[src/rtl/product_accumulator_pkg.sv]
// rtl/product_accumulator_pkg.sv - shared state encodings and defaults for the product accumulator
package product_accumulator_pkg;

    typedef enum logic [1:0] {
        ST_IDLE  = 2'b00,
        ST_ACCUM = 2'b01,
        ST_DONE  = 2'b10
    } state_t;

    localparam int PROD_W_DEFAULT = 8;

    function automatic int cnt_width(input int n_terms);
        return $clog2(n_terms + 1);
    endfunction

endpackage

[src/rtl/product_accumulator_if.sv]
// rtl/product_accumulator_if.sv - product input and sum output handshake bundle
interface product_accumulator_if #(
    parameter int PROD_W = 8,
    parameter int ACC_W  = 10
);
    logic [PROD_W-1:0] product_in;
    logic              in_valid;
    logic              in_ready;
    logic [ACC_W-1:0]  sum_out;
    logic              out_valid;
    logic              out_ready;

    modport master (
        output product_in, in_valid, out_ready,
        input  in_ready, sum_out, out_valid
    );

    modport slave (
        input  product_in, in_valid, out_ready,
        output in_ready, sum_out, out_valid
    );
endinterface

[src/rtl/product_accumulator_acc_adder.sv]
// rtl/product_accumulator_acc_adder.sv - accumulator adder with carry-out; clamps to all-ones when ACC_SAT_EN is defined
module acc_adder #(
    parameter int ACC_W  = 10,
    parameter int PROD_W = 8
) (
    input  logic [ACC_W-1:0]  a,
    input  logic [PROD_W-1:0] b,
    output logic [ACC_W-1:0]  sum,
    output logic              carry
);
    logic [ACC_W:0] full;

    assign full  = {1'b0, a} + {{(ACC_W + 1 - PROD_W){1'b0}}, b};
    assign carry = full[ACC_W];

`ifdef ACC_SAT_EN
    assign sum = carry ? {ACC_W{1'b1}} : full[ACC_W-1:0];
`else
    assign sum = full[ACC_W-1:0];
`endif
endmodule

[src/rtl/product_accumulator.sv]
// rtl/product_accumulator.sv - sums N_TERMS products per frame; ACC_SAT_EN adds saturation and the ovf port
module product_accumulator
    import product_accumulator_pkg::*;
#(
    parameter int N_TERMS = 4,
    parameter int PROD_W  = PROD_W_DEFAULT,
    parameter int ACC_W   = 10
) (
    input  logic clk,
    input  logic rst_n,
    input  logic start,
    output logic busy,
    product_accumulator_if.slave bus
`ifdef ACC_SAT_EN
    ,
    output logic ovf
`endif
);
    localparam int CNT_W = cnt_width(N_TERMS);

    state_t             state;
    state_t             next_state;
    logic [ACC_W-1:0]   acc;
    logic [ACC_W-1:0]   add_sum;
    logic               add_carry;
    logic [CNT_W-1:0]   cnt;
    logic               xfer;
    logic               last;

    assign xfer = (state == ST_ACCUM) && bus.in_valid;
    assign last = (cnt == CNT_W'(N_TERMS - 1));

    acc_adder #(.ACC_W(ACC_W), .PROD_W(PROD_W)) u_adder (
        .a     (acc),
        .b     (bus.product_in),
        .sum   (add_sum),
        .carry (add_carry)
    );

`ifndef ACC_SAT_EN
    logic unused_carry;
    assign unused_carry = add_carry;
`endif

    always_ff @(posedge clk or negedge rst_n) begin
        if (!rst_n) state <= ST_IDLE;
        else        state <= next_state;
    end

    // start is only looked at in IDLE, so a start alongside out_ready in DONE is dropped
    always_comb begin
        next_state = ST_IDLE;
        case (state)
            ST_IDLE:  next_state = start ? ST_ACCUM : ST_IDLE;
            ST_ACCUM: next_state = (xfer && last) ? ST_DONE : ST_ACCUM;
            ST_DONE:  next_state = bus.out_ready ? ST_IDLE : ST_DONE;
            default:  next_state = ST_IDLE;
        endcase
    end

    always_comb begin
        bus.in_ready  = (state == ST_ACCUM);
        bus.out_valid = (state == ST_DONE);
        busy          = (state == ST_ACCUM) || (state == ST_DONE);
    end

    always_ff @(posedge clk or negedge rst_n) begin
        if (!rst_n) begin
            acc         <= '0;
            cnt         <= '0;
            bus.sum_out <= '0;
`ifdef ACC_SAT_EN
            ovf         <= 1'b0;
`endif
        end else if (state == ST_IDLE && start) begin
            acc <= '0;
            cnt <= '0;
`ifdef ACC_SAT_EN
            ovf <= 1'b0;
`endif
        end else if (xfer) begin
            acc <= add_sum;
            cnt <= last ? '0 : cnt + CNT_W'(1);
            if (last) bus.sum_out <= add_sum;
`ifdef ACC_SAT_EN
            ovf <= ovf | add_carry;
`endif
        end
    end
endmodule
[src/flat_wrapper.sv]
// flat-port wrapper written by rule: the top's interface ports become plain ports
module product_accumulator_flat import product_accumulator_pkg::*;
#(
    parameter int N_TERMS = 4,
    parameter int PROD_W  = PROD_W_DEFAULT,
    parameter int ACC_W   = 10
)
  (clk, rst_n, start, busy, bus_product_in, bus_in_valid, bus_out_ready, bus_in_ready, bus_sum_out, bus_out_valid);
  product_accumulator_if #(.PROD_W(PROD_W), .ACC_W(ACC_W)) bus_i ();
  input  logic clk;
  input  logic rst_n;
  input  logic start;
  output logic busy;
  input wire logic [$bits(bus_i.product_in)-1:0] bus_product_in;
  input wire logic [$bits(bus_i.in_valid)-1:0] bus_in_valid;
  input wire logic [$bits(bus_i.out_ready)-1:0] bus_out_ready;
  output wire logic [$bits(bus_i.in_ready)-1:0] bus_in_ready;
  output wire logic [$bits(bus_i.sum_out)-1:0] bus_sum_out;
  output wire logic [$bits(bus_i.out_valid)-1:0] bus_out_valid;
  assign bus_i.product_in = bus_product_in;
  assign bus_i.in_valid = bus_in_valid;
  assign bus_i.out_ready = bus_out_ready;
  assign bus_in_ready = bus_i.in_ready;
  assign bus_sum_out = bus_i.sum_out;
  assign bus_out_valid = bus_i.out_valid;
  product_accumulator #(.N_TERMS(N_TERMS), .PROD_W(PROD_W), .ACC_W(ACC_W)) u_core (.clk(clk), .rst_n(rst_n), .start(start), .busy(busy), .bus(bus_i));
endmodule
[config.mk]
export PLATFORM = sky130hd
export DESIGN_NAME = product_accumulator_flat
export DESIGN_NICKNAME = d
export VERILOG_FILES = /design/src/rtl/product_accumulator_pkg.sv /design/src/rtl/product_accumulator_if.sv /design/src/rtl/product_accumulator_acc_adder.sv /design/src/rtl/product_accumulator.sv /design/src/flat_wrapper.sv
export SDC_FILE = /design/constraint.sdc
export NUM_CORES = 1
export LEC_CHECK = 0
export BUFFER_PORTS_ARGS = -buffer_cell sky130_fd_sc_hd__buf_2
export CAP_MARGIN = 20
export CORE_AREA = 2 2 60 62
export DETAILED_ROUTE_END_ITERATION = 7
export DIE_AREA = 0 0 62 64
export GPL_TIMING_DRIVEN = 0
export PLACE_DENSITY_LB_ADDON = 0.2
export SLEW_MARGIN = 10
export SYNTH_ARGS = -nofsm -noshare
export SYNTH_HDL_FRONTEND = slang
export SYNTH_SLANG_ARGS = --single-unit
[constraint.sdc]
create_clock -name clk -period 2 [get_ports clk]
set_clock_uncertainty 0.1 [all_clocks]
set_input_delay 0.6 -clock clk [delete_from_list [all_inputs] [get_ports clk]]
set_output_delay 0.6 -clock clk [all_outputs]
set_load 0.01 [all_outputs]
* Yosys cells after proc, flatten, opt, wreduce, memory -nomap -nowiden
Cells that the tools add are included.
** Storage, ports and cells
- Input port bits :: 13
- Output and inout bits :: 13
- Word-level logic and storage cells :: 26
- Flip-flop bits (word level) :: 25
** Cells by class
- Muxes and demuxes :: 9
- Reduce and logical (&&, ||, !) cells :: 7
- Bitwise logic cells :: 1
- $add $sub $neg :: 2
- Eq/ne operators :: 3
** Operator list (number)
- $mux W10 :: 2
- $add A10 B8 Y10 :: 1
- $mux W3 :: 3
- $pmux W2 S3 :: 1
- $mux W2 :: 2
- $add A3 B1 Y3 const B :: 1
- $eq A3 B2 Y1 const B :: 1
- $logic_and A1 B1 Y1 :: 3
- $reduce_and A3 Y1 :: 1
- $eq A2 B1 Y1 const B :: 1
- $eq A2 B2 Y1 const B :: 1
- $logic_not A2 Y1 :: 1
- $reduce_bool A2 Y1 :: 1
- $logic_or A1 B1 Y1 :: 1
- $mux W1 :: 1
- $not A1 Y1 :: 1

* Depth between registers and ports, before layout
- Depth in word-level cells :: 5
- Gate-level depth with buffers :: 7
- Mapped depth without buffers :: 7

* By module
A second synthesis with hierarchy kept.
** Unflattened totals
- Cells, all modules :: 133
- Area total of the unflattened synthesis :: 1483.9 um^2
** By module, submodules not included
- product_accumulator :: cells an instance 72, times used 1, area each 1048.5 um^2
- acc_adder :: cells an instance 61, times used 1, area each 435.4 um^2

* Worst setup path after synthesis
No wires, ideal clock.
- Path kind :: in2reg
- Start point :: in bus_product_in[0]
- End point :: reg u_core.bus.sum_out[6]
- Library setup time :: 0.126 ns
- Arrival :: 1.955 ns
- Buffers on the path :: 0
- Stages on the path :: 7
- Setup slack :: -0.181 ns
- Cell sequence :: ha_1 inv_1 fa_1 nor2b_1 o31ai_1 a21o_1 a221o_1
** On the way
- Cells in the longest elaborated chain, start to end :: 1
** RTL lines
- start: declaration :: RTL line flat_wrapper.sv:14 : input wire logic [$bits(bus_i.product_in)-1:0] bus_product_in;
- $add A10 B8 Y10 :: RTL line product_accumulator_acc_adder.sv:13 : assign full = {1'b0, a} + {{(ACC_W + 1 - PROD_W){1'b0}}, b};
- end signal: assignment :: RTL line product_accumulator.sv:84 : if (last) bus.sum_out <= add_sum;
- end: declaration :: RTL line product_accumulator_if.sv:20 : output in_ready, sum_out, out_valid
No other way between the ends.
A chain may end at the register's enable or synchronous reset.

* Worst setup path in the final report
- Start point :: reg u_core.acc[4]
- End point :: reg u_core.acc[9]
** On the way
- Cells in the longest elaborated chain, start to end :: 3
** RTL lines
- start: declaration :: RTL line product_accumulator.sv:23 : logic [ACC_W-1:0] acc;
- start signal: assignment :: RTL line product_accumulator.sv:82 : acc <= add_sum;
- $add A10 B8 Y10 :: RTL line product_accumulator_acc_adder.sv:13
- $mux W10 :: RTL line product_accumulator.sv:81 : end else if (xfer) begin
- $mux W10 :: RTL line product_accumulator.sv:75 : end else if (state == ST_IDLE && start) begin
No other way between the ends. The select of a mux whose other input is x is not followed.

==> impl_metrics.csv <==
group,metric,value,unit
finish,fillers,303,
finish,syn_to_final_growth,25.1,%
worst_setup_path,worstPathRequired,2180,ps
worst_setup_path,slowest_stage,"or3_4",
power_and_ir_drop,vdd_drop_max,0.481,mV
worst_setup_path,worstPathCellList,"ha_1 -> o211ai_1 -> or3_4 -> a2111o_1 -> o21ai_1",
route,vias_per_cell,5.66,
power_and_ir_drop,switching_share,0.438,
yosys,synth_nets,198,
sta,setup_viol,0,
clock_tree,clkLatencyLatePin,330,ps
power_and_ir_drop,power.density,1370,nW/um2
worst_setup_path,cp_max_fo,4,
worst_setup_path,critical_path_class,"register to register",
grt,grtUsageTotal,0.211,
yosys,yosys_warnings,0,
grt,grt_pass1_wl,6.40,mm
clock_tree,cts_root_buf,"clkbuf_4",
sta,slew_viol_final,0,
finish,mostFrequentLayoutCells,"buf_2, nand2_1, dfrtp_1",
placement,portBuffers,25,
power_and_ir_drop,p_leak,0.909,nW
route,drtIter0Drc,97,
grt,grt-ovfl-total,0,
floorplan,core_area,3280,um2
status,status,"finished clean",
floorplan,die_w,62,um
power_and_ir_drop,switchingPower,0.00118,W
route,highest_layer,"met4",
power_and_ir_drop,p_seq_frac,0.313,
yosys,muxShareOfSynthArea,0.00637,
sta,worst_pin_slew,580,ps
worst_setup_path,critical_path_buf_inv_count,0,
placement,placed_area,1780,um2
yosys,synth_compound_area_frac,0.227,
floorplan,rows,21,
grt,grt_max_degree,26,
worst_setup_path,cp-end-kind,"register",
clock_tree,clock_path_buffers,2,
power_and_ir_drop,p_clk_frac,0.090,
clock_tree,clk_pin_slew,150,ps
yosys,synth_seq_cells,25,
worst_setup_path,start_kind,"register",
route,avgRoutedWirePerCell,14.9,um
clock_tree,cts_tree,"done",
flow_run,cap_violations,0,
sta,rsz0062_at_grt,"yes",
sta,finalHoldViolCount,0,
sta,fmax,0.517,GHz
placement,hpwl,2.79,mm
worst_setup_path,reg2reg_from,"u_core.acc[4]",
yosys,avgSynthCellArea,9.18,um2
clock_tree,hold_buffers,0,
finish,antenna_cells,0,
sta,slew-limit-headroom,0.613,
sta,min_period,1930,ps
route,detail_route.first_pass.iterations,4,
floorplan,die_area,3970,um2
clock_tree,cts_inserted_buffers,3,
finish,final_common_cell,"buf_2",
floorplan,die_h,64,um
route,met2WireLength,2.01,mm
route,ant_nets,0,
sta,hold_slack,139,ps
placement,gp_congestion,0.874,
yosys,synth_fa_ha_area_frac,0.116,
floorplan,initial_core_util,0.478,
min_path,hp-class,"primary input to asynchronous set/reset pin",
route,vias,1450,
finish,fin_nets,238,
yosys,seq_area_frac_synth,0.398,
yosys,synth_cell_types,42,
yosys,synthSimpleGateAreaFrac,0.194,
yosys,synth_top_family_by_area,"compound AO/OA/AOI/OAI gates",
clock_tree,cts.sink_count,25,
power_and_ir_drop,internal_power,0.00151,W
worst_setup_path,crit_family,"compound AO/OA/AOI/OAI gates",
worst_setup_path,cpPeakStageDelay,420,ps
route,met3_length,145,um
finish,stdcell_area,1960,um2
yosys,synthesis.area,1570,um2
worst_setup_path,r2r_end,"u_core.acc[9]",
route,wl,3.82,mm
yosys,synthCells,171,
grt,antenna_found_initial,0,
worst_setup_path,r2r_slack,70,ps
power_and_ir_drop,p_comb_frac,0.597,
grt,grt_pass1_vias,1463,
yosys,synthXorXnorAreaFrac,0.0112,
route,wl_met1,1.62,mm
worst_setup_path,arrival,2110,ps
worst_setup_path,r2r_cells,5,
finish,drive_gt1_frac,0.295,
clock_tree,htree_levels,1,
route,drc,0,
sta,fin_crit_sh,0.967,
floorplan,pin_count,26,
==> worst max path at each step <==
| stage | start | slack (ps) | endpoint | depth (start not counted) |
|---|---|---|---|---|
| 3_5_place_dp | bus_product_in[2] | -410 | u_core.bus.sum_out[5] | 6 |
| 5_1_grt | u_core.acc[0] | -20 | u_core.acc[4] | 8 |
| 6_report | u_core.acc[4] | 70 | u_core.acc[9] | 5 |
| 4_1_cts | u_core.acc[0] | 20 | u_core.bus.sum_out[8] | 7 |
| 2_1_floorplan | bus_product_in[0] | -60 | u_core.bus.sum_out[6] | 7 |
| 3_3_place_gp | bus_product_in[2] | -380 | u_core.bus.sum_out[5] | 6 |
==> what timing repair did <==
action	in CTS	in global routing
pin swaps	2	6
gates resized for setup	8	12
endpoints found under the setup margin	11	17
setup buffers	3	7
endpoints found under the hold margin	0	0
==> cell usage after synthesis (all sizes together) <==
library cell / count / area (um2)
nor3b: 1 / 7.51
a221o: 1 / 10.0
nand2: 25 / 93.8
or3: 1 / 11.3
o31a: 1 / 10.0
nand2b: 2 / 12.5
ha: 13 / 163
a2111oi: 1 / 8.76
nor2: 11 / 41.3
dfrtp: 25 / 626
a31oi: 2 / 12.5
a21oi: 12 / 60.1
o311ai: 2 / 17.5
nand3b: 1 / 7.51
nand4b: 2 / 17.5
o21a: 2 / 15.0
o2111ai: 1 / 8.76
clkbuf: 2 / 7.51
and2: 5 / 32.5
a211o: 2 / 18.8
xor2: 2 / 17.5
nor2b: 2 / 12.5
a21o: 3 / 22.5
o31ai: 3 / 22.5
nand3: 4 / 20.0
inv: 8 / 30.0
nor3: 3 / 15.0
nand4: 3 / 18.8
o22a: 1 / 8.76
o211ai: 2 / 15.0
and3: 1 / 6.26
and4: 1 / 8.76
a211oi: 8 / 60.1
o21ai: 11 / 55.1
mux2i: 1 / 10.0
a2111o: 1 / 11.3
buf: 4 / 35.0
fa: 1 / 20.0
==> sequential cells by signal, summed over array words and instances (netlist names) <==
signal	flops
u_core.acc	10
u_core.bus.sum_out	10
u_core.cnt	3
u_core.state	2
==> per-layer routing <==
metal | track usage | vias up
met5 | 0 | -
met4 | 0.0718 | 0
met3 | 0.0263 | 5
met2 | 0.353 | 28
met1 | 0.271 | 712
li1 | - | 705
==> final cells by class <==
class | instances | area [um2] | share of cell area
buffer | 6 | 48.8 | 0.0248
inverter | 8 | 30.0 | 0.0153
clock inverter | 1 | 7.51 | 0.00382
multi-input combinational | 132 | 968 | 0.493
tap | 46 | 57.6 | 0.0293
clock buffer | 3 | 22.5 | 0.0115
sequential | 25 | 626 | 0.318
timing repair buffer | 35 | 204 | 0.104
==> power groups by stage <==
stage / sequential (W) / combinational (W) / clock (W)
floorplan: 0.000875 / 0.000984 / 0
global placement: 0.000838 / 0.00134 / 0
detailed placement: 0.000852 / 0.00139 / 0
CTS: 0.000840 / 0.00147 / 0.000253
global route: 0.000873 / 0.00178 / 0.000282
finish: 0.000843 / 0.00161 / 0.000242
==> through the flow <==
step	setup slack, ps	util	TNS, ps	power [W]	cells
4_1_cts	17.2	0.566	0	0.00256	249
6_report	66.2	0.598	0	0.00269	256
2_1_floorplan	-59.6	-	-135	0.00186	171
3_3_place_gp	-384	0.542	-3320	0.00218	242
3_5_place_dp	-412	0.542	-3930	0.00224	242
5_1_grt	-23.5	0.598	-78.3	0.00294	256
==> worst reg2reg max path: cells and delay by family, from the launching register on <==
kind | cells | cell delay, ps
AOI/OAI and AO/OA | 3 | 620
and+or+nand+nor | 1 | 420
adders and majority gates | 1 | 340
DFF | 1 | 410
==> logic make-up after synthesis <==
kind of cell	after synthesis
mux	1
simple gates	62
xor+xnor	2
compound gates	53
fa+ha+maj	14
buf+inv	14
flops	25
No activity file was read; power rests on OpenSTA's default activity.
